### src/rtl/whac_game_ctrl_pkg.sv
// Shared encodings, touch rectangles and helpers for the whac-a-mole controller.
package whac_game_ctrl_pkg;

    typedef enum logic [1:0] {
        ST_MENU  = 2'd0,
        ST_PLAY  = 2'd1,
        ST_PAUSE = 2'd2,
        ST_OVER  = 2'd3
    } game_state_e;

    typedef struct packed {
        logic [15:0] x0;
        logic [15:0] y0;
        logic [15:0] x1;
        logic [15:0] y1;
    } rect_t;

    // Buttons sit above the hole grid (y < GRID_Y0) so they never alias a hole.
    localparam rect_t START_RECT   = '{x0: 16'd100, y0: 16'd20, x1: 16'd299, y1: 16'd99};
    localparam rect_t RESTART_RECT = '{x0: 16'd400, y0: 16'd20, x1: 16'd599, y1: 16'd99};
    localparam rect_t PAUSE_RECT   = '{x0: 16'd700, y0: 16'd0,  x1: 16'd799, y1: 16'd99};

    localparam logic [15:0] LFSR_SEED = 16'hACE1;

    function automatic logic in_rect(input rect_t r, input logic [15:0] x, input logic [15:0] y);
        return (x >= r.x0) && (x <= r.x1) && (y >= r.y0) && (y <= r.y1);
    endfunction

    // Maximal-length x^16+x^14+x^13+x^11+1 Fibonacci LFSR.
    function automatic logic [15:0] lfsr_step(input logic [15:0] s);
        return {s[14:0], s[15] ^ s[13] ^ s[12] ^ s[10]};
    endfunction

    function automatic logic [31:0] sched_val(input logic [31:0] base, input logic [31:0] step,
                                              input logic [31:0] floor_v, input logic [3:0] lvl);
        logic [31:0] dec;
        dec = 32'(lvl - 4'd1) * step;
        if (dec >= base || (base - dec) < floor_v) return floor_v;
        return base - dec;
    endfunction

endpackage

### src/rtl/whac_game_ctrl_mole_slot.sv
// One hole: holds the lit flag and its own life countdown.
module whac_mole_slot (
    input  logic        clk,
    input  logic        rst_n,
    input  logic        load,
    input  logic [31:0] life,
    input  logic        clear,
    input  logic        freeze,
    output logic        lit,
    output logic        expire_pulse
);
    logic [31:0] timer;

    // A clear in the same cycle (hit or game reset) suppresses the expiry.
    assign expire_pulse = lit && !freeze && !clear && (timer == 32'd1);

    always_ff @(posedge clk) begin
        if (!rst_n || clear) begin
            lit   <= 1'b0;
            timer <= '0;
        end else if (load) begin
            lit   <= 1'b1;
            timer <= life;
        end else if (lit && !freeze) begin
            timer <= timer - 32'd1;
            if (timer == 32'd1) lit <= 1'b0;
        end
    end

endmodule

### src/rtl/whac_game_ctrl.sv
// Whac-a-mole game controller: menu/play/pause/over FSM, hit decode, spawner, stats and levels.
module whac_game_ctrl
    import whac_game_ctrl_pkg::*;
#(
    parameter int          GRID_COLS     = 5,
    parameter int          GRID_ROWS     = 4,
    parameter logic [15:0] GRID_X0       = 16'd80,
    parameter logic [15:0] GRID_Y0       = 16'd120,
    parameter int          CELL_W_LOG2   = 7,
    parameter int          CELL_H_LOG2   = 7,
    parameter int          LEVELS        = 8,
    parameter int          KILLS_PER_LVL = 10,
    parameter int          MAX_RUNAWAY   = 10,
    parameter int          COMBO_THRESH  = 3,
    parameter logic [31:0] BASE_LIFE     = 32'd50_000_000,
    parameter logic [31:0] LIFE_STEP     = 32'd5_000_000,
    parameter logic [31:0] MIN_LIFE      = 32'd10_000_000,
    parameter logic [31:0] BASE_GEN      = 32'd40_000_000,
    parameter logic [31:0] GEN_STEP      = 32'd4_000_000,
    parameter logic [31:0] MIN_GEN       = 32'd8_000_000
) (
    input  logic                           clk,
    input  logic                           rst_n,
    input  logic                           move_on,
    input  logic [15:0]                    tp_x_coord,
    input  logic [15:0]                    tp_y_coord,
    output logic [1:0]                     state,
    output logic [GRID_COLS*GRID_ROWS-1:0] moles,
    output logic [31:0]                    life_span,
    output logic [31:0]                    gen_interval,
    output logic [9:0]                     score,
    output logic [7:0]                     kill,
    output logic [7:0]                     runaway,
    output logic [7:0]                     combo,
    output logic [3:0]                     level
);
    localparam int NUM_HOLES = GRID_COLS * GRID_ROWS;

    game_state_e          state_q, state_d;
    logic                 move_on_q, tev, active, enter_play, clear_all;
    logic                 in_grid, spawn, any_hit, any_exp, miss, lvl_up;
    logic [15:0]          dx, dy, col, row, lfsr, tgt;
    logic [31:0]          spawn_cnt;
    logic [NUM_HOLES-1:0] lit, hit_vec, load_vec, exp_vec;
    logic [7:0]           exp_cnt, kill_inc;
    logic [8:0]           run_sum;
    logic [10:0]          score_sum;
    logic [3:0]           level_inc;

    assign tev    = move_on && !move_on_q;
    // Game time only advances while playing and not yet over the runaway limit.
    assign active = (state_q == ST_PLAY) && (runaway < 8'(MAX_RUNAWAY));
    assign state  = state_q;
    assign moles  = lit;

    assign dx      = tp_x_coord - GRID_X0;
    assign dy      = tp_y_coord - GRID_Y0;
    assign col     = dx >> CELL_W_LOG2;
    assign row     = dy >> CELL_H_LOG2;
    assign in_grid = (tp_x_coord >= GRID_X0) && (tp_y_coord >= GRID_Y0) &&
                     (col < 16'(GRID_COLS)) && (row < 16'(GRID_ROWS));

    assign tgt       = lfsr % 16'(NUM_HOLES);
    assign spawn     = active && (spawn_cnt >= gen_interval - 32'd1);
    assign clear_all = enter_play || (state_q == ST_PLAY && !active);
    assign any_hit   = |hit_vec;
    assign any_exp   = |exp_vec;
    assign miss      = active && tev && in_grid && !any_hit;

    for (genvar i = 0; i < NUM_HOLES; i++) begin : g_slot
        assign hit_vec[i]  = active && tev && in_grid && lit[i] &&
                             (col == 16'(i % GRID_COLS)) && (row == 16'(i / GRID_COLS));
        // A lit target (which also covers a hole being hit) skips this spawn.
        assign load_vec[i] = spawn && (tgt == 16'(i)) && !lit[i];
        whac_mole_slot u_slot (
            .clk          (clk),
            .rst_n        (rst_n),
            .load         (load_vec[i]),
            .life         (life_span),
            .clear        (clear_all || hit_vec[i]),
            .freeze       (!active),
            .lit          (lit[i]),
            .expire_pulse (exp_vec[i])
        );
    end

    always_comb begin
        exp_cnt = '0;
        for (int i = 0; i < NUM_HOLES; i++) exp_cnt = exp_cnt + 8'(exp_vec[i]);
    end

    always_comb begin
        state_d    = state_q;
        enter_play = 1'b0;
        case (state_q)
            ST_MENU:
                if (tev && in_rect(START_RECT, tp_x_coord, tp_y_coord)) begin
                    state_d    = ST_PLAY;
                    enter_play = 1'b1;
                end
            ST_PLAY:
                if (!active) state_d = ST_OVER;
                else if (tev && in_rect(PAUSE_RECT, tp_x_coord, tp_y_coord)) state_d = ST_PAUSE;
            ST_PAUSE:
                if (tev && in_rect(PAUSE_RECT, tp_x_coord, tp_y_coord)) state_d = ST_PLAY;
            ST_OVER:
                if (tev && in_rect(RESTART_RECT, tp_x_coord, tp_y_coord)) begin
                    state_d    = ST_PLAY;
                    enter_play = 1'b1;
                end else if (tev && in_rect(START_RECT, tp_x_coord, tp_y_coord)) begin
                    state_d = ST_MENU;
                end
            default: state_d = ST_MENU;
        endcase
    end

    always_ff @(posedge clk) begin
        if (!rst_n) begin
            state_q   <= ST_MENU;
            move_on_q <= 1'b0;
            lfsr      <= LFSR_SEED;
            spawn_cnt <= '0;
        end else begin
            state_q   <= state_d;
            move_on_q <= move_on;
            if (enter_play) begin
                spawn_cnt <= '0;
            end else if (spawn) begin
                spawn_cnt <= '0;
                lfsr      <= lfsr_step(lfsr);
            end else if (active) begin
                spawn_cnt <= spawn_cnt + 32'd1;
            end
        end
    end

    // Combo is judged on its value before this hit is counted.
    assign score_sum = {1'b0, score} + ((combo >= 8'(COMBO_THRESH)) ? 11'd2 : 11'd1);
    assign kill_inc  = (kill == 8'hFF) ? kill : kill + 8'd1;
    assign level_inc = level + 4'd1;
    assign lvl_up    = any_hit && (kill_inc % 8'(KILLS_PER_LVL) == 8'd0) && (level < 4'(LEVELS));
    assign run_sum   = {1'b0, runaway} + {1'b0, exp_cnt};

    always_ff @(posedge clk) begin
        if (!rst_n || enter_play) begin
            score        <= '0;
            kill         <= '0;
            runaway      <= '0;
            combo        <= '0;
            level        <= 4'd1;
            life_span    <= BASE_LIFE;
            gen_interval <= BASE_GEN;
        end else if (active) begin
            if (any_hit) begin
                score <= (score_sum > 11'd1023) ? 10'd1023 : score_sum[9:0];
                kill  <= kill_inc;
            end
            if (lvl_up) begin
                level        <= level_inc;
                life_span    <= sched_val(BASE_LIFE, LIFE_STEP, MIN_LIFE, level_inc);
                gen_interval <= sched_val(BASE_GEN, GEN_STEP, MIN_GEN, level_inc);
            end
            runaway <= run_sum[8] ? 8'hFF : run_sum[7:0];
            // An escape breaks the streak even if another hole is hit that cycle.
            if (any_exp || miss) combo <= '0;
            else if (any_hit && combo != 8'hFF) combo <= combo + 8'd1;
        end
    end

endmodule
### config.mk
export PLATFORM = sky130hd
export DESIGN_NAME = whac_game_ctrl
export DESIGN_NICKNAME = d
export VERILOG_FILES = /design/src/rtl/whac_game_ctrl_pkg.sv /design/src/rtl/whac_game_ctrl_mole_slot.sv /design/src/rtl/whac_game_ctrl.sv
export SDC_FILE = /design/constraint.sdc
export NUM_CORES = 2
export LEC_CHECK = 0
export CAP_MARGIN = 40
export CORE_MARGIN = 2
export CORE_UTILIZATION = 55
export DETAILED_ROUTE_END_ITERATION = 16
export DONT_BUFFER_PORTS = 1
export PLACE_DENSITY_LB_ADDON = 0.2
export SKIP_LAST_GASP = 1
export SLEW_MARGIN = 15
export SYNTH_ARGS = -nofsm -noshare
export SYNTH_HDL_FRONTEND = slang
export SYNTH_SLANG_ARGS = --single-unit
export TNS_END_PERCENT = 50
### constraint.sdc
create_clock -name clk -period 11.95 [get_ports clk]
set_clock_uncertainty 0.15 [all_clocks]
set_input_delay 3.585 -clock clk [delete_from_list [all_inputs] [get_ports clk]]
set_output_delay 3.585 -clock clk [all_outputs]
set_load 0.01 [all_outputs]
### Word level (Yosys, flattened, before mapping)

Index checks and enable logic that the tools add are counted.
W data, S select, Z words.

| operators by class | value |
|---|---|
| add/sub/neg operators | 51 |
| multipliers | 2 |
| divide/modulo/power cells | 2 |
| order comparisons | 22 |
| equal/unequal tests | 55 |
| multiplexer cells | 128 |
| bitwise logic cells | 5 |
| reduce and logical (&&, ||, !) cells | 348 |

Operators with widths:

| cell | count |
|---|---|
| $mux W32 | 44 |
| $sub A32 B1 Y32 const B | 21 |
| $eq A32 B1 Y1 const B | 20 |
| $logic_and A1 B1 Y1 | 185 |
| $eq A16 B4 Y1 const B | 8 |
| $add A8 B1 Y8 | 12 |
| $reduce_bool A2 Y1 | 41 |
| $mux W1 | 70 |
| $eq A16 B3 Y1 const B | 4 |
| $eq A16 B5 Y1 const B | 4 |
| $ge A32 B26 Y1 const B | 2 |
| $sub A26 B32 Y32 const A | 2 |
| $ge A16 B7 Y1 const B | 3 |
| $logic_not A16 Y1 | 3 |
| $reduce_and A2 Y1 | 24 |
| $logic_or A1 B1 Y1 | 45 |
| $logic_not A1 Y1 | 44 |
| $reduce_or A20 Y1 | 2 |
| $eq A9 B2 Y1 const B | 4 |
| $add A32 B1 Y32 const B | 1 |
| $eq A16 B2 Y1 const B | 2 |
| $ge A32 B32 Y1 | 1 |
| $le A16 B10 Y1 const B | 2 |
| $lt A32 B23 Y1 const B | 1 |
| other kinds (50) | 68 |

| word-level totals | value |
|---|---|
| flip-flop bits (word level) | 813 |
| output and inout bits | 124 |

### Logic depth before layout (Yosys ltp)

| depth | value |
|---|---|
| depth after elaboration | 33 |
| depth in mapped cells | 35 |

### Cells and area by module

From an unflattened synthesis, not the netlist that was laid out.

| unflattened totals | value |
|---|---|
| cell total of the unflattened synthesis | 6731 |
| area, all modules | 55547.0 um^2 |

Modules (own cells, without submodules):

| module | instances | cells each | area each (um^2) | seq. area each (um^2) |
|---|---|---|---|---|
| whac_mole_slot | 20 | 233 | 1969.4 | 660.6 |
| whac_game_ctrl | 1 | 2071 | 16159.2 | 2722.6 |

### Worst setup path after synthesis

No wires, ideal clock.

| timing | value |
|---|---|
| path kind | input to register |
| start point | input port tp_y_coord[15] |
| end point | register runaway[6] |
| arrival | 9.913 ns |
| data required time | 11.672 ns |
| path slack | 1.759 ns |
| stages on the path | 25 |
| cells stage by stage | nor4_1 > nand3_1 > nor4b_1 > and3_1 > o41ai_1 > a211oi_1 > nand2b_1 > clkbuf_1 > nor4_1 > fa_1 > inv_1 > fa_1 > fa_1 > fa_1 > fa_1 > inv_1 > fa_1 > fa_1 > a21o_1 > a21oi_1 > nor2b_1 > o21ai_0 > nand2b_1 > a21oi_1 > nor2_1 |

| between the ends | value |
|---|---|
| longest elaborated chain between the ends | 33 |

RTL lines:

| what | line | text |
|---|---|---|
| from (decl) | whac_game_ctrl.sv:26 | `input logic [15:0] tp_y_coord,` |
| parallel branches: the longest is 33 deep, another holds $sub A16 B7 Y16 | n/a |  |
| to (signal assigned) | whac_game_ctrl.sv:163 | `runaway <= run_sum[8] ? 8'hFF : run_sum[7:0];` |
| to (decl) | whac_game_ctrl.sv:33 | `output logic [7:0] runaway,` |

Parallel ways; which one is timed is not known.
A chain may end at the register's enable or synchronous reset.

### Final worst setup path

Ends and elaborated chain as after synthesis.

==> flow_summary.ini <==
[setup_path]
crit_top_cell = fa_1
cp_num_buf_inv = 4
worstSetupStartpointType = input pin
end_kind = flip-flop
cpPeakStageDelay_ns = 0.60
r2r_slack_ns = 2.18
cp.arrival_ns = 11.12
cp.depth = 26
critPathKind = input pin to flip-flop
critPathCapture = runaway[6]
r2r_start = level[0]
r2r-end = life_span[11]
r2r_cells = 34
crit_fanout = 14
required_ns = 12.33
cp_slowest_cell = nand2b_1
startpoint = tp_y_coord[15]
critPathTopFamily = adder cells

[layout]
nFillCells = 8052
final_cell_mix = nor2_1 (850), dfxtp_1 (773), xnor2_1 (486)
drive_above_1_share = 0.0700
num_antenna_cells = 0
nNetsFinal = 6241
finish.utilization = 0.596
synthToLayoutAreaGrowth_pct = 7.42
layout_commonest_cell = nor2_1

[min_path]
hp-class = flip-flop to flip-flop

[sta]
worst_slack_ns = 1.20
fmax_mhz = 93.1
setup_violations = 0
worst_pin_slew_ns = 0.914
fin_crit_sh = 0.899
grt_setup_unrepaired = no
slew_headroom = 0.384
period_needed_ns = 10.75
final_max_slew_viol_count = 0
hold_viol = 0
setup_tns_ns = 0

[clock_tree]
ctsHoldBuffers = 0
cts_resized = 0
clk_latency_ns = 0.66
numCtsBuffers = 88
cts_sinks = 799
path_clk_slew_ns = 0.06
ctsLongestPathBuffers = 3
cts_tree = done
htreeDepth = 3
cts_setup_buffers = 0
root_buffer = clkbuf_16

[route]
ant_nets = 0
drt-pass1-iter-count = 6
post_drt_wl_per_cell_microns = 20.9
wl_microns = 150000
drtIter0Drc = 3697
vias_per_cell = 6.12
vias = 44064
drc = 0

[placed_design]
place_congestion = 0.952
portBuffers = 0
hpwl_microns = 99100
pre_cts_ws_ns = 0.673

[synthesis]
synth_async_sr_flop_share = 0
synth_cells = 6154
synth-edff-count = 0
ys_types = 104
synth_area_per_cell_sq_um = 8.10
synth_area_sq_um = 49900
ys_seq_elements = 799
ys_warn_count = 0
yosysSeqAreaShare = 0.321
yosys_most_used_dff = dfxtp_1

[pwr]
intPower_mw = 4.31
power.share.switching = 0.236
power_frac_seq = 0.475
vdd_drop_max_mv = 0.0991
p_clk_frac = 0.492
power_density_nw_per_um2 = 105
combPwrFrac = 0.034
p_sw_mw = 1.33
power_leakage_nw = 20.8

[floorplanning]
die_h_microns = 305
core-area_sq_um = 89900
pin_count = 159
initial_core_util = 0.555
die_width_microns = 305
num_rows = 110
design.die.area_sq_um = 93100

[grt]
grt_pass1_wl_microns = 234000
grt_pass1_vias = 40955
antenna_found_initial = 1
grt_use_total = 0.314
grt-ovfl-total = 0
grt_start_max_net_pins = 58

[run_status]
status = finished clean

[run]
cap_violations = 0
==> final cells by class <==
cell class | instances | area [sq um] | area share
Multi-Input combinational cell | 4747 | 31400 | 0.587
Sequential cell | 799 | 16000 | 0.299
Clock buffer | 125 | 2560 | 0.0479
Tap cell | 1176 | 1470 | 0.0275
Timing Repair Buffer | 101 | 862 | 0.0161
Inverter | 223 | 837 | 0.0156
Clock inverter | 33 | 370 | 0.00691
==> cell families after synthesis <==
| kind of cell | Yosys count | share of synthesized area |
|---|---|---|
| other cells | 1 | 0.0000752 |
| mux | 103 | 0.0209 |
| xor+xnor | 741 | 0.130 |
| compound gates | 1090 | 0.159 |
| fa+ha+maj | 248 | 0.0709 |
| flops | 799 | 0.321 |
| simple gates | 2551 | 0.246 |
| buf+inv | 621 | 0.0521 |
==> flip-flops by register name, summed over array words and instances, names as in the netlist, 10 cells and up <==
| signal | cells |
|---|---|
| g_slot.u_slot.lit | 20 |
| g_slot.u_slot.timer | 640 |
| gen_interval | 24 |
| lfsr | 16 |
| life_span | 26 |
| score | 10 |
| spawn_cnt | 32 |
==> power groups by stage <==
stage	registers [mW]	clock network [mW]	logic, mW
final	2.68	2.77	0.191
after global routing	2.68	2.91	0.199
after CTS	2.68	2.80	0.185
after detailed placement	2.74	0	0.184
after global placement	2.74	0	0.179
after floorplan	2.73	0	0.125
==> metrics by stage <==
step | power [mW] | instance area (sq um) | hold WS, ns | instances
2_1_floorplan | 2.86 | 49900 | 0.298 | 6167
3_3_place_gp | 2.91 | 50400 | 0.308 | 7029
3_5_place_dp | 2.92 | 50600 | 0.314 | 7045
4_1_cts | 5.66 | 53600 | 0.322 | 7203
5_1_grt | 5.78 | 53600 | 0.351 | 7204
6_report | 5.64 | 53600 | 0.321 | 7204
==> cells in the mapped netlist, types with 21 or more instances <==
cell	n	area share
a31o_2	21	0.0037
nand2_1	460	0.035
mux2i_1	94	0.019
nor4_1	181	0.023
xor2_1	255	0.045
a211oi_2	52	0.013
and3_1	55	0.0069
nor3_1	403	0.040
xnor2_1	486	0.085
nand3_1	150	0.015
or2_2	29	0.0036
ha_1	188	0.047
nand4_1	67	0.0084
o211ai_1	26	0.0039
o21ai_0	119	0.012
a31oi_1	55	0.0069
fa_1	58	0.023
clkbuf_1	260	0.020
dfxtp_1	799	0.32
a21oi_1	188	0.019
inv_1	221	0.017
buf_4	39	0.0059
buf_2	53	0.0053
buf_1	36	0.0027
nor2b_1	31	0.0039
or3_1	62	0.0078
and2_1	25	0.0031
or4_1	86	0.013
a21o_1	44	0.0066
nor2_1	851	0.064
a211oi_1	389	0.059
nand2b_1	65	0.0082
==> tightest hold or removal path, stage by stage, from the launching register on <==
cell,delay (ns)
dfxtp_1,0.32
nand2_1,0.05
a21oi_1,0.05
==> layer usage <==
layer  vias up  global-route usage  share of wire
li1      21341                   -              -
met1     20941               0.427           0.44
met2      1484               0.491           0.44
met3       296              0.0592          0.083
met4         2               0.124          0.041
met5         -                   0       0.000086
==> worst min-delay path by stage <==
stage	from	to	slack (ns)	cells past startpoint
floorplan	g_slot[5].u_slot.timer[1]	g_slot[5].u_slot.timer[1]	0.30	2
global placement	spawn_cnt[1]	spawn_cnt[1]	0.31	2
detailed placement	spawn_cnt[1]	spawn_cnt[1]	0.31	2
CTS	spawn_cnt[1]	spawn_cnt[1]	0.32	2
global route	g_slot[7].u_slot.timer[1]	g_slot[7].u_slot.timer[1]	0.35	2
finish	spawn_cnt[1]	spawn_cnt[1]	0.32	2
Power figures use the tool's default switching activity.
